## src/rtl/rr_mux4_arbiter_pkg.sv

```systemverilog
// ---------------------------------------------------------------------------
// rr_mux4_arbiter_pkg
//   Shared definitions for the four-way round-robin bus arbiter:
//     NUM_REQ / SEL_W : requester count and width of the binary select
//     state_t         : arbiter FSM encoding (ST_IDLE / ST_BUSY)
//     grant_t         : result of a priority search (found flag + index)
//     next_grant()    : rotating-priority search starting just after 'last'
// ---------------------------------------------------------------------------
package rr_mux4_arbiter_pkg;

   localparam int NUM_REQ = 4;
   localparam int SEL_W   = 2;

   typedef enum logic {
      ST_IDLE = 1'b0,
      ST_BUSY = 1'b1
   } state_t;

   typedef struct packed {
      logic             found;
      logic [SEL_W-1:0] idx;
   } grant_t;

   // Search order is last+1, last+2, last+3, last (mod 4). The 2-bit
   // addition wraps naturally, so the previous holder is checked last.
   function automatic grant_t next_grant(input logic [NUM_REQ-1:0] req,
                                         input logic [SEL_W-1:0]   last);
      grant_t           g;
      logic [SEL_W-1:0] cand;
      g.found = 1'b0;
      g.idx   = '0;
      for (int k = 1; k <= NUM_REQ; k++) begin
         cand = last + SEL_W'(k);
         if (!g.found && req[cand]) begin
            g.found = 1'b1;
            g.idx   = cand;
         end
      end
      return g;
   endfunction

endpackage

```

## src/rtl/rr_mux4_arbiter_mux4to1_bus.sv

```systemverilog
// ---------------------------------------------------------------------------
// mux4to1_bus
//   Plain WIDTH-bit 4:1 bus multiplexer.
//   Ports:
//     in  : four packed slices, slice i in bits [i*WIDTH +: WIDTH]
//     sel : binary slice index
//     out : selected slice
// ---------------------------------------------------------------------------
module mux4to1_bus
   import rr_mux4_arbiter_pkg::*;
#(
   parameter int WIDTH = 8
) (
   input  logic [NUM_REQ*WIDTH-1:0] in,
   input  logic [SEL_W-1:0]         sel,
   output logic [WIDTH-1:0]         out
);

   always_comb begin
      out = in[0 +: WIDTH];
      case (sel)
         2'd0: out = in[0*WIDTH +: WIDTH];
         2'd1: out = in[1*WIDTH +: WIDTH];
         2'd2: out = in[2*WIDTH +: WIDTH];
         2'd3: out = in[3*WIDTH +: WIDTH];
         default: out = in[0 +: WIDTH];
      endcase
   end

endmodule

```

## src/rtl/rr_mux4_arbiter.sv

```systemverilog
// ---------------------------------------------------------------------------
// rr_mux4_arbiter
//   Round-robin arbiter sharing one WIDTH-bit channel among four requesters.
//   Each grant lasts at most MAX_HOLD accepted transfers, then rotates.
//   Ports:
//     clk, rst   : rising-edge clock, synchronous active-high reset
//     req        : per-requester request, held high while it has data
//     in_data    : requester i data in [i*WIDTH +: WIDTH]
//     out_ready  : sink accepts out_data this cycle
//     gnt        : registered one-hot grant, zero when idle
//     sel        : registered index of the current / last grant
//     out_data   : selected slice, zero when no grant is held
//     out_valid  : grant held and the granted requester still requests
//     dbg_state  : current FSM state
//
//   Handshake: a transfer happens on every rising edge where
//   out_valid && out_ready. out_valid depends only on registered gnt/sel and
//   the live req, never on out_ready, and once a grant is held it is never
//   preempted while the sink stalls.
// ---------------------------------------------------------------------------
module rr_mux4_arbiter
   import rr_mux4_arbiter_pkg::*;
#(
   parameter int WIDTH    = 8,
   parameter int MAX_HOLD = 4
) (
   input  logic                     clk,
   input  logic                     rst,
   input  logic [NUM_REQ-1:0]       req,
   input  logic [NUM_REQ*WIDTH-1:0] in_data,
   input  logic                     out_ready,
   output logic [NUM_REQ-1:0]       gnt,
   output logic [SEL_W-1:0]         sel,
   output logic [WIDTH-1:0]         out_data,
   output logic                     out_valid,
   output state_t                   dbg_state
);

   localparam int                HOLD_W    = $clog2(MAX_HOLD) + 1;
   localparam logic [HOLD_W-1:0] HOLD_LAST = HOLD_W'(MAX_HOLD - 1);

   state_t               state, state_n;
   logic [NUM_REQ-1:0]   gnt_n;
   logic [SEL_W-1:0]     sel_n;
   logic [SEL_W-1:0]     last, last_n;
   logic [HOLD_W-1:0]    hold_cnt, hold_cnt_n;
   logic                 transfer;
   logic                 release_now;
   logic [SEL_W-1:0]     arb_base;
   grant_t               winner;
   logic [WIDTH-1:0]     mux_out;

   always_ff @(posedge clk) begin
      if (rst) begin
         state    <= ST_IDLE;
         gnt      <= '0;
         sel      <= '0;
         last     <= SEL_W'(3);
         hold_cnt <= '0;
      end else begin
         state    <= state_n;
         gnt      <= gnt_n;
         sel      <= sel_n;
         last     <= last_n;
         hold_cnt <= hold_cnt_n;
      end
   end

   always_comb begin
      transfer    = out_valid && out_ready;
      // While busy, the holder itself is the rotation base so it ends up
      // lowest priority when the grant is released on this edge.
      arb_base    = (state == ST_BUSY) ? sel : last;
      winner      = next_grant(req, arb_base);
      release_now = (state == ST_BUSY) &&
                    (!req[sel] || (transfer && (hold_cnt == HOLD_LAST)));

      state_n    = state;
      gnt_n      = gnt;
      sel_n      = sel;
      last_n     = last;
      hold_cnt_n = hold_cnt;

      case (state)
         ST_IDLE: begin
            if (winner.found) begin
               state_n    = ST_BUSY;
               gnt_n      = NUM_REQ'(1) << winner.idx;
               sel_n      = winner.idx;
               hold_cnt_n = '0;
            end
         end
         ST_BUSY: begin
            if (release_now) begin
               last_n = sel;
               // Re-grant on the same edge so there is no idle bubble.
               if (winner.found) begin
                  gnt_n      = NUM_REQ'(1) << winner.idx;
                  sel_n      = winner.idx;
                  hold_cnt_n = '0;
               end else begin
                  state_n    = ST_IDLE;
                  gnt_n      = '0;
                  hold_cnt_n = '0;
               end
            end else if (transfer) begin
               hold_cnt_n = hold_cnt + HOLD_W'(1);
            end
         end
         default: begin
            state_n = ST_IDLE;
            gnt_n   = '0;
         end
      endcase
   end

   mux4to1_bus #(
      .WIDTH (WIDTH)
   ) u_mux (
      .in  (in_data),
      .sel (sel),
      .out (mux_out)
   );

   assign out_valid = (|gnt) && req[sel];
   assign out_data  = (|gnt) ? mux_out : '0;
   assign dbg_state = state;

endmodule
```

## config.mk

```make
export PLATFORM = sky130hd
export DESIGN_NAME = rr_mux4_arbiter
export DESIGN_NICKNAME = d
export VERILOG_FILES = /design/src/rtl/rr_mux4_arbiter_pkg.sv /design/src/rtl/rr_mux4_arbiter_mux4to1_bus.sv /design/src/rtl/rr_mux4_arbiter.sv
export SDC_FILE = /design/constraint.sdc
export NUM_CORES = 1
export LEC_CHECK = 0
export ABC_AREA = 1
export ABC_CLOCK_PERIOD_IN_PS = 3900
export BUFFER_PORTS_ARGS = -buffer_cell sky130_fd_sc_hd__buf_2
export CAP_MARGIN = 20
export CORE_MARGIN = 1
export CORE_UTILIZATION = 50
export DETAILED_ROUTE_END_ITERATION = 8
export GPL_TIMING_DRIVEN = 1
export PLACE_DENSITY = 0.87
export SLEW_MARGIN = 25
export SYNTH_ARGS = -nofsm -noshare
export SYNTH_HDL_FRONTEND = slang
export SYNTH_SLANG_ARGS = --single-unit
```

## constraint.sdc

```tcl
create_clock -name clk -period 3.9 [get_ports clk]
set_input_delay 0 -clock clk [delete_from_list [all_inputs] [get_ports clk]]
set_output_delay 0 -clock clk [all_outputs]
set_load 0.01 [all_outputs]
```

# Word level (Yosys, flattened, before mapping)
# Index checks and enable logic that the tools add are counted.
# op_classes
addsub	4
magnitude_cmp	5
n_eq_ne	7
n_shift	1
muxes	31
bitwise_logic	1
n_reduce_logical	17
# ops
op	count
8-bit one-hot mux with 4 select lines	1
3-bit two-way mux	7
2-bit by 3-bit < comparator with 1-bit output, second input constant	5
4-bit two-way mux	3
1-bit binary-select mux with 2-bit select	5
8-bit two-way mux	1
4-bit one-hot mux with 2 select lines	1
1-bit logical AND	7
1-bit two-way mux	7
2-bit two-way mux	3
3-bit one-hot mux with 2 select lines	1
2-bit AND reduction	3
2-bit adder, second input constant	2
2-bit == test, second input constant	2
1-bit logical NOT	4
2-bit one-hot mux with 2 select lines	1
4-bit OR reduction	1
1-bit by 2-bit left shift with 4-bit output, first input constant	1
3-bit by 1-bit adder with 3-bit output, second input constant	1
3-bit by 2-bit == test with 1-bit output, second input constant	1
3-bit by 1-bit inequality test with 1-bit output, second input constant	1
2-bit by 1-bit adder with 2-bit output, second input constant	1
2-bit by 1-bit == test with 1-bit output, second input constant	1
2-bit logical NOT	1
other kinds (5)	5
# totals
regBits	12
wordCells	71

# Longest topological paths before layout
# Gate-level depths: netlist (run 1).
# depth
ltp_word	18
ltp_mapped	15
mapped_depth_nobuf	14

# Modules after synthesis
# A second synthesis (run 1) with hierarchy kept.
# unflattened
cells_unflattened	225
area_unflattened_um2	1341.3
# modules_own_cells
module	instances	cells_per_inst	area_each_um2
rr_mux4_arbiter	1	178	1077.3
mux4to1_bus	1	47	264.0

# Worst setup path before layout (run 1)
# OpenSTA, ideal clock, no wires.
# synth_path
path_kind	register to register
startpoint	register sel[1]
endpoint	register hold_cnt[2]
setup_ns	0.116
arrival_time_ns	1.564
required_time_ns	3.784
path_slack_ns	2.220
stages_incl_launch_ff	10
path_buffers	0
period_less_slack_ns	1.680
path_cell_list	dfxtp_1 inv_2 nor2_4 a22oi_2 a21oi_1 nand2_1 nand2_1 nand2_1 o21ai_0 nor2_1
# synth_via
word_cells_on_any_way	35
# synth_lines
item	line	source
start, declared	rr_mux4_arbiter.sv:33	output logic [SEL_W-1:0] sel,
start signal, assigned	rr_mux4_arbiter.sv:63	sel <= sel_n;
1-bit binary-select mux with 2-bit select (*)	rr_mux4_arbiter.sv:125	assign out_valid = (|gnt) && req[sel];
1-bit two-way mux (not written as such) (*)	rr_mux4_arbiter.sv:125	
1-bit logical AND (*)	rr_mux4_arbiter.sv:125	
named net out_valid	rr_mux4_arbiter.sv:35	output logic out_valid,
1-bit logical AND (*)	rr_mux4_arbiter.sv:70	transfer = out_valid && out_ready;
1-bit logical AND	rr_mux4_arbiter.sv:76	(!req[sel] || (transfer && (hold_cnt == HOLD_LAST)));
1-bit logical OR	rr_mux4_arbiter.sv:76	
1-bit logical AND	rr_mux4_arbiter.sv:75	release_now = (state == ST_BUSY) &&
3-bit two-way mux or 3-bit by 1-bit inequality test with 1-bit output (tied branches)	-	
3-bit one-hot mux with 2 select lines or 2-bit AND reduction (tied branches)	-	
end signal, assigned	rr_mux4_arbiter.sv:65	hold_cnt <= hold_cnt_n;
end, declared	rr_mux4_arbiter.sv:46	logic [HOLD_W-1:0] hold_cnt, hold_cnt_n;
# Mark *: on every way through the listed nets, which the timed path passes. The rest lies on a longest branch. The select of a mux whose other input is x is not followed.
# A chain may end at the register's enable or synchronous reset.

# Worst setup path in the final report (run 1)
# layout_path
startpoint	register sel[0]
endpoint	register gnt[0]
# layout_via
elab_chain_len	18
word_cells_on_any_way	38
# layout_lines
item	line	source
2-bit two-way mux	rr_mux4_arbiter.sv:73	arb_base = (state == ST_BUSY) ? sel : last;
2-bit by 1-bit adder with 2-bit output	rr_mux4_arbiter_pkg.sv:33	cand = last + SEL_W'(k);
1-bit binary-select mux with 2-bit select	rr_mux4_arbiter_pkg.sv:34	if (!g.found && req[cand]) begin
1-bit two-way mux (not written as such)	rr_mux4_arbiter_pkg.sv:34	
3-bit two-way mux	rr_mux4_arbiter_pkg.sv:34	
1-bit logical NOT	rr_mux4_arbiter_pkg.sv:34	
1-bit logical AND	rr_mux4_arbiter_pkg.sv:34	
3-bit two-way mux	rr_mux4_arbiter_pkg.sv:34	
[... 2 more ...]	-	
3-bit two-way mux	rr_mux4_arbiter_pkg.sv:34	
1-bit logical NOT	rr_mux4_arbiter_pkg.sv:34	
1-bit logical AND	rr_mux4_arbiter_pkg.sv:34	
3-bit two-way mux	rr_mux4_arbiter_pkg.sv:34	
1-bit by 2-bit left shift with 4-bit output	rr_mux4_arbiter.sv:88, rr_mux4_arbiter.sv:98	
4-bit two-way mux	rr_mux4_arbiter.sv:97	if (winner.found) begin
4-bit two-way mux	rr_mux4_arbiter.sv:94	if (release_now) begin
4-bit one-hot mux with 2 select lines	rr_mux4_arbiter.sv:84	case (state)
end signal, assigned	rr_mux4_arbiter.sv:62	gnt <= gnt_n;
end, declared	rr_mux4_arbiter.sv:32	output logic [NUM_REQ-1:0] gnt,
# Several ways; a longest one is shown, not always the timed one. The select of a mux whose other input is x is not followed.

==> flow_metrics.py, run 1 <==
metrics = {
    "outcome": {
        "status": "completed",
    },
    "worst_hold_path": {
        "hold_path.startpoint": "out_ready",
        "min_path_type": "input pin to flip-flop",
        "min_delay_worst_endpoint": "hold_cnt[2]",
        "hold_depth": 5,
    },
    "sta": {
        "fin_skew_ns": 0.00335,
        "relSlewSlack_pct": 77.3,
        "whs_ns": 0.142,
        "rsz0062_at_grt": "no",
        "tightest_slew_ns": 0.340,
        "setup_viol": 0,
        "setup_tns_ns": 0,
        "fin_crit_ns": 1.89,
        "hold_viol_final": 0,
        "fin_ws_ns": 2.01,
        "report.final.slew_viol_count": 0,
        "min_period_over_period_pct": 48.3,
        "max_freq_mhz": 530,
    },
    "critical_path": {
        "arrival_ns": 2.10,
        "r2r-start": "sel[0]",
        "rrSetupSlack_ns": 2.01,
        "path_delay_family": "simple AND/OR/NAND/NOR gates",
        "critPathLaunchType": "flip-flop",
        "r2r-end": "gnt[0]",
        "cp.required_ns": 4.12,
        "r2r_cells": 10,
        "path_class": "flip-flop to flip-flop",
        "cpPeakStageDelay_ns": 0.52,
        "worst-path-buf-inv": 1,
        "worst_path_most_repeated_cell": "nand2_1",
        "startpoint": "sel[0]",
        "cpMaxStageDelayCell": "dfxtp_1",
        "cp_max_fo": 9,
        "path_cells": "nor2_2, a21oi_1, nand2_1, o31ai_1, inv_1, nand2_1, nand2_4, nor2_2, nand2_1, a21oi_2",
        "end_kind": "flip-flop",
    },
    "clocking": {
        "clock_path_buffers": 2,
        "path_clk_slew_ns": 0.08,
        "h-tree-depth": 1,
        "postCtsSetupRepairBufs": 0,
        "cts_tree": "yes",
        "clk_latency_ns": 0.28,
        "cts_hold_buffers": 1,
        "cts_sinks": 12,
        "cts_buffers": 3,
        "ctsResizeCount": 0,
        "cts-root-buf": "clkbuf_4",
    },
    "place": {
        "post-place-ws_ns": 2.07,
        "portBuffers": 54,
        "gp_congestion": 0.834,
        "dp_hpwl_mm": 2.47,
        "place_inst": 268,
    },
    "detailed_routing": {
        "via_per_inst": 5.32,
        "drt_wl_total_mm": 3.12,
        "drt_iter0_drc": 44,
        "drt_first_pass_iters": 4,
        "drcViolationCount": 0,
        "via_count": 1451,
        "drtAntennaViolNets": 0,
        "wl_per_cell_um": 11.4,
    },
    "logic_synthesis": {
        "avgSynthCellArea_um2": 6.38,
        "ys_types": 29,
        "synth_adder_area_share_pct": 2.09,
        "synth_warnings": 0,
        "ys_ff_latch": 12,
        "synthMuxAreaShare_pct": 0,
        "synthXorXnorAreaFrac_pct": 0,
        "synth-seq-area-share_pct": 20.0,
        "synthesis.nets": 229,
        "synth_cells": 188,
        "synth_compound_area_share_pct": 22.2,
        "syn_area_um2": 1200,
        "synthSimpleGateAreaFrac_pct": 45.8,
        "synth_top_family_by_area": "simple AND/OR/NAND/NOR gates",
    },
    "global_route": {
        "grt_max_degree": 11,
        "groute.usage.overall_pct": 25.5,
        "grt_pass1_wl_mm": 5.07,
        "antenna_found_initial": 0,
        "overflow": 0,
        "grt_pass1_vias": 1240,
    },
    "flow_run": {
        "max_cap_violations": 0,
    },
    "power_and_ir_drop": {
        "p_per_area_nw_per_um2": 876,
        "leakage_nw": 0.824,
        "ir_worst_vdd_uv": 540,
    },
    "die": {
        "fp.dieW_um": 51.0,
        "coreArea_um2": 2230,
        "dieHeight_um": 51.0,
        "die_area_um2": 2600,
        "initial_utilization_pct": 53.7,
        "io_pins": 55,
        "rows": 17,
    },
    "finish": {
        "nets": 287,
        "final_common_cell": "buf_2",
        "syn_to_final_growth_pct": 28.4,
        "drive_gt1_share_pct": 40.4,
        "antenna_cells": 0,
        "final_cell_mix": "buf_2, nand2_1, inv_1",
        "fin_cells": 273,
    },
}
## synth_stat cells (all sizes together)
library cell | instances | area share, %
nor3 | 1 | 0.42
buf | 2 | 0.94
a31oi | 1 | 0.52
o21ai | 12 | 5.0
nor2 | 13 | 7.3
a22oi | 1 | 1.0
nand3 | 10 | 4.6
a21oi | 18 | 8.4
nand4 | 4 | 3.3
nand2 | 73 | 30
a221oi | 7 | 5.1
nand3b | 1 | 0.63
inv | 28 | 9.0
ha | 2 | 2.1
o221ai | 2 | 1.5
o31ai | 1 | 0.63
dfxtp | 12 | 20
## kinds of logic (layout without fill, tap and decap cells)
logic type | after synthesis | count (layout)
compound gates | 42 | 42
buf+inv | 30 | 87
simple gates | 102 | 102
flops | 12 | 12
fa+ha+maj | 2 | 2
## stage by stage
stage | utilization [%] | power, mW | cell area [um2]
floorplan | - | 1.02 | 1200
CTS | 69.0 | 1.35 | 1540
global placement | 66.9 | 1.22 | 1490
detailed placement | 66.9 | 1.24 | 1490
finish | 69.0 | 1.35 | 1540
global route | 69.0 | 1.49 | 1540
## metal layers
metal,GRT usage [%],part of all wire [%],up-vias
met2,46.1,48,60
met3,6.55,8.0,6
li1,-,-,741
met4,6.94,1.2,0
met5,0,0,-
met1,29.2,42,644
## worst max path at each step
stage                              to  slack [ns]  depth (start not counted)
final                          gnt[0]        2.01                         10
after global routing           gnt[1]        1.79                         10
after CTS                      gnt[1]        2.03                         10
after detailed placement       gnt[0]        2.07                         10
after global placement         gnt[1]        2.09                         10
after floorplan           hold_cnt[2]        2.22                          9
## layout make-up
cell class | instances | area (um2)
timing repair buffer | 55 | 280
tap | 28 | 35.0
sequential | 12 | 240
inverter | 28 | 108
clock buffer | 4 | 36.3
multi-input combinational | 146 | 841
fill | 215 | 693
## tightest hold or removal path: cells and delay by family
kind,cells,cell delay (ns)
and+or+nand+nor,3,0.24
buffers and inverters,1,0.09
AOI/OAI and AO/OA,1,0.06
## power breakdown
part	switching [mW]	internal, mW	total, mW	leakage (nW)
clock	0.0447	0.0568	0.102	0.0210
combinational	0.687	0.358	1.05	0.704
sequential	0.0419	0.160	0.202	0.0987
## registers in the layout (all words and copies together) (netlist names)
register / cells
last: 2
gnt: 4
sel: 2
hold_cnt: 3
dbg_state: 1
No activity file was read; power rests on OpenSTA's default activity.
==> inputs of run 2 (changes only) <==
- ABC_CLOCK_PERIOD_IN_PS: 3900 -> 1700
- CORE_UTILIZATION: 50 -> 42
- PLACE_DENSITY: 0.87 -> 0.78
- clock period: 3.9 -> 1.7 ns (I/O delays scaled with it)
==> flow_metrics.py, run 2 (same netlist as run 1, synthesis figures left out) <==
metrics = {
    "outcome": {
        "status": "completed",
    },
    "die": {
        "fp.dieW_um": 55.5,
        "coreArea_um2": 2730,
        "io_pins": 55,
        "die_area_um2": 3070,
        "rows": 19,
        "dieHeight_um": 55.5,
        "initial_utilization_pct": 43.9,
    },
    "clocking": {
        "cts_sinks": 12,
        "cts_buffers": 3,
        "clock_path_buffers": 2,
        "cts-root-buf": "clkbuf_4",
        "clk_latency_ns": 0.27,
        "h-tree-depth": 1,
        "path_clk_slew_ns": 0.08,
        "cts_tree": "yes",
    },
    "power_and_ir_drop": {
        "power_switching_mw": 1.97,
        "pwr-share-comb_pct": 80.6,
        "p_per_area_nw_per_um2": 2080,
        "switching_share_pct": 54.0,
        "ir_worst_vdd_uv": 1530,
        "p_int_mw": 1.68,
        "clkPwrFrac_pct": 6.2,
        "seqPwrFrac_pct": 13.2,
        "leakage_nw": 0.937,
    },
    "detailed_routing": {
        "drcViolationCount": 0,
        "via_count": 1481,
        "wl_per_cell_um": 11.4,
        "via_per_inst": 4.99,
        "dr_wl_met3_um": 246,
        "drt_iter0_drc": 56,
        "route.met2.wl_mm": 1.69,
        "routed.top_layer": "met3",
        "m1WireLength_mm": 1.46,
        "drt_first_pass_iters": 6,
        "drtAntennaViolNets": 0,
        "drt_wl_total_mm": 3.39,
    },
    "global_route": {
        "overflow": 0,
        "grt_max_degree": 10,
        "grt_pass1_wl_mm": 5.27,
        "antenna_found_initial": 0,
        "groute.usage.overall_pct": 20.7,
        "grt_pass1_vias": 1322,
    },
    "sta": {
        "hold_viol_final": 0,
        "fin_skew_ns": 0.000823,
        "rsz0062_at_grt": "yes",
        "fin_crit_ns": 1.65,
        "min_period_over_period_pct": 97.0,
        "report.final.slew_viol_count": 0,
        "setup_viol": 0,
        "max_freq_mhz": 607,
        "tightest_slew_ns": 0.250,
        "relSlewSlack_pct": 83.3,
        "whs_ns": 0.156,
    },
    "finish": {
        "final_common_cell": "buf_2",
        "nets": 308,
        "syn_to_final_growth_pct": 46.3,
        "regMostFlops": "gnt",
        "largestRegisters": "gnt: 4 flops, hold_cnt: 3 flops",
        "fin_cells": 297,
        "antenna_cells": 0,
        "largest_register_ffs": 4,
        "final_cell_mix": "buf_2, nand2_1, nand2_2, buf_4, inv_1",
        "drive_gt1_share_pct": 50.0,
    },
    "critical_path": {
        "cpMaxStageDelayCell": "dfxtp_4",
        "cp_max_fo": 7,
        "rrSetupSlack_ns": 0.05,
        "end_kind": "flip-flop",
        "worst-path-buf-inv": 1,
        "arrival_ns": 1.86,
        "path_delay_family": "simple AND/OR/NAND/NOR gates",
        "cp.required_ns": 1.91,
        "path_class": "flip-flop to flip-flop",
        "path_cells": "inv_6, nand2_4, nand2_4, nand2_1, nand3_1, nand2_2, nor2_8, nand4_1, nand2_2, nand3_1, a21oi_1",
        "critPathLaunchType": "flip-flop",
        "cpPeakStageDelay_ns": 0.38,
    },
    "flow_run": {
        "max_cap_violations": 0,
    },
    "place": {
        "dp_hpwl_mm": 2.67,
        "place_inst": 287,
        "portBuffers": 54,
        "gp_congestion": 0.803,
    },
    "worst_hold_path": {
        "min_path_type": "input pin to flip-flop",
    },
}
-- run 2: cell types whose count changed in the layout (fill, tap and decap cells not counted), moves of 3 or more --
cell | before | now
buf_4 | 0 | 21
dfxtp_1 | 12 | 9
dfxtp_4 | 0 | 3
nand2_1 | 51 | 45
nand2_2 | 17 | 21
-- run 2: final timing paths --
check,start,end,depth (start not counted)
max,dbg_state,gnt[3],11
min reg2reg,hold_cnt[1],hold_cnt[1],2
max reg2reg,dbg_state,gnt[3],11
min,out_ready,hold_cnt[1],5
-- run 2: power by group through the flow --
stage / clock network, mW / logic [mW] / registers, mW
CTS: 0.227 / 2.67 / 0.467
finish: 0.227 / 2.94 / 0.480
global route: 0.239 / 3.20 / 0.491
detailed placement: 0 / 2.65 / 0.465
global placement: 0 / 2.61 / 0.465
floorplan: 0 / 1.88 / 0.465
-- run 2: metal layers --
metal | track usage, % | up-vias
met1 | 23.9 | 649
met2 | 39.9 | 53
li1 | - | 779
met4 | 1.07 | 0
met5 | 0 | -
met3 | 4.92 | 0
-- run 2: area by class of cell --
class / count / area, um2
clock buffers: 4 / 36.3
repair buffers: 76 / 438
inverters: 28 / 110
multi-input cells: 146 / 881
fillers: 248 / 978
flip-flops and latches: 12 / 251
well taps: 31 / 38.8
-- run 2: timing repair --
item | 4_1_cts | 5_1_grt
endpoints found under the setup margin | 9 | 11
hold buffers | 0 | 1
resized for setup | 3 | 18
buffers inserted | 0 | 5
endpoints found under the hold margin | 0 | 1
pin swaps | 0 | 10
-- run 2: per-stage QoR --
| step | setup TNS (ns) | area [um2] | worst slack [ns] | utilization (%) | power [mW] |
|---|---|---|---|---|---|
| after global routing | -0.101 | 1760 | -0.0243 | 64.2 | 3.93 |
| after CTS | 0 | 1660 | 0.00454 | 60.6 | 3.36 |
| final | 0 | 1760 | 0.0514 | 64.2 | 3.65 |
| after detailed placement | -0.443 | 1620 | -0.0804 | 59.2 | 3.11 |
| after global placement | -0.259 | 1620 | -0.0760 | 59.2 | 3.08 |
| after floorplan | 0 | 1200 | 0.0198 | - | 2.35 |
-- run 2: worst reg2reg max path: stages, from the launching register on --
cell,delay [ns]
dfxtp_4,0.38
inv_6,0.09
nand2_4,0.06
nand2_4,0.11
nand2_1,0.08
nand3_1,0.12
nand2_2,0.11
nor2_8,0.14
nand4_1,0.11
nand2_2,0.15
nand3_1,0.11
a21oi_1,0.13
==> inputs of run 3 (changes only) <==
- ABC_CLOCK_PERIOD_IN_PS: 1700 -> 2100
- CORE_UTILIZATION: 42 -> 50
- PLACE_DENSITY: 0.78 -> 0.87
- clock period: 1.7 -> 2.1 ns (I/O delays scaled with it)
==> flow_metrics.py, run 3 (same netlist as run 1, synthesis figures left out) <==
metrics = {
    "outcome": {
        "status": "completed",
    },
    "detailed_routing": {
        "wl_per_cell_um": 11.2,
        "drtAntennaViolNets": 0,
        "drt_wl_total_mm": 3.07,
        "drcViolationCount": 0,
        "drt_first_pass_iters": 4,
        "via_count": 1435,
        "drt_iter0_drc": 23,
        "via_per_inst": 5.24,
    },
    "sta": {
        "fin_skew_ns": 0.00604,
        "setup_viol": 0,
        "relSlewSlack_pct": 76.8,
        "hold_viol_final": 0,
        "setup_tns_ns": 0,
        "report.final.slew_viol_count": 0,
        "fin_crit_ns": 1.81,
        "rsz0062_at_grt": "no",
        "max_freq_mhz": 554,
        "min_period_over_period_pct": 86.0,
        "tightest_slew_ns": 0.346,
    },
    "clocking": {
        "path_clk_slew_ns": 0.08,
        "cts_sinks": 12,
        "clock_path_buffers": 2,
        "cts-root-buf": "clkbuf_4",
        "h-tree-depth": 1,
        "postCtsSetupRepairBufs": 0,
        "clk_latency_ns": 0.27,
        "cts_hold_buffers": 0,
        "cts_buffers": 3,
        "cts_tree": "yes",
    },
    "die": {
        "die_area_um2": 2600,
        "coreArea_um2": 2230,
        "dieHeight_um": 51.0,
        "initial_utilization_pct": 53.7,
        "io_pins": 55,
        "rows": 17,
        "fp.dieW_um": 51.0,
    },
    "global_route": {
        "groute.usage.overall_pct": 24.5,
        "globalRouteMet3Util_pct": 4.76,
        "met2_usage_pct": 42.3,
        "grt_pass1_wl_mm": 4.97,
        "use_met1_pct": 30.9,
        "top_usage_layer": "met2",
        "antenna_found_initial": 0,
        "grt_pass1_vias": 1208,
        "grt_max_degree": 11,
        "overflow": 0,
    },
    "critical_path": {
        "path_cells": "nor2_2, a21oi_1, nand2_1, o31ai_1, inv_1, nand2_1, nand2_4, nor2_2, nand2_1, a21oi_2",
        "arrival_ns": 2.01,
        "cpPeakStageDelay_ns": 0.46,
        "cpMaxStageDelayCell": "dfxtp_1",
        "path_delay_family": "simple AND/OR/NAND/NOR gates",
        "critPathLaunchType": "flip-flop",
        "cp.required_ns": 2.31,
        "worst_path_most_repeated_cell": "nand2_1",
        "cp_max_fo": 9,
        "path_class": "flip-flop to flip-flop",
        "end_kind": "flip-flop",
        "worst-path-buf-inv": 1,
    },
    "place": {
        "placed_area_um2": 1510,
        "gp_congestion": 0.871,
        "dp_hpwl_mm": 2.47,
        "portBuffers": 54,
    },
    "finish": {
        "antenna_cells": 0,
        "drive_gt1_share_pct": 41.5,
        "largestRegisters": "gnt: 4 flops, hold_cnt: 3 flops",
        "utilization_pct": 69.2,
        "largest_register_ffs": 4,
        "final_area_um2": 1550,
        "nets": 288,
        "syn_to_final_growth_pct": 28.9,
        "final_cell_mix": "buf_2, nand2_1, inv_1",
        "regMostFlops": "gnt",
        "final_common_cell": "buf_2",
    },
    "power_and_ir_drop": {
        "power.total_mw": 2.53,
        "p_per_area_nw_per_um2": 1640,
        "leakage_nw": 0.830,
        "ir_worst_vdd_uv": 989,
    },
    "flow_run": {
        "max_cap_violations": 0,
    },
    "worst_hold_path": {
        "min_path_type": "input pin to flip-flop",
    },
}
## run 3: cell types whose count changed in the layout (fill, tap and decap cells not counted), moves of 2 or more
cell     previous run  this run
inv_1              19        21
buf_4              21         2
inv_2               8         6
nand2_1            45        51
nand2_4             7         5
dfxtp_1             9        11
nand2_2            21        17
dfxtp_4             3         0
## run 3: final cells by class
| type | count | area, um2 |
|---|---|---|
| sequential | 12 | 241 |
| inverter | 28 | 108 |
| multi-input combinational | 146 | 841 |
| clock buffer | 4 | 36.3 |
| fill | 206 | 687 |
| tap | 28 | 35.0 |
| timing repair buffer | 56 | 285 |
## run 3: worst paths after layout
kind	from	endpoint	slack, ns	cells past startpoint
max	sel[1]	gnt[1]	0.29	10
min	rst	sel[0]	0.01	2
max reg2reg	sel[1]	gnt[1]	0.29	10
min reg2reg	hold_cnt[1]	hold_cnt[1]	0.48	2
## run 3: timing repair
item                                    4_1_cts  5_1_grt
endpoints found under the setup margin        0        1
resized for setup                             0        1
hold endpoints to repair                      0        0
## run 3: where the power goes
group | internal, mW | switching [mW]
logic | 0.686 | 1.28
registers | 0.299 | 0.0787
clock network | 0.105 | 0.0807
## run 3: stage by stage
| step | hold WS, ns | worst slack (ns) | instances |
|---|---|---|---|
| 3_3_place_gp | 0.293 | 0.266 | 270 |
| 4_1_cts | 0.00939 | 0.213 | 274 |
| 6_report | 0.0132 | 0.295 | 274 |
| 2_1_floorplan | 0.133 | 0.420 | 188 |
| 3_5_place_dp | 0.291 | 0.222 | 270 |
| 5_1_grt | 0.00939 | 0.0799 | 274 |
## run 3: metal layers
metal | up-vias | part of all wire (%)
met3 | 4 | 7.6
met5 | - | 0
li1 | 743 | -
met2 | 52 | 45
met4 | 0 | 0.46
met1 | 636 | 46
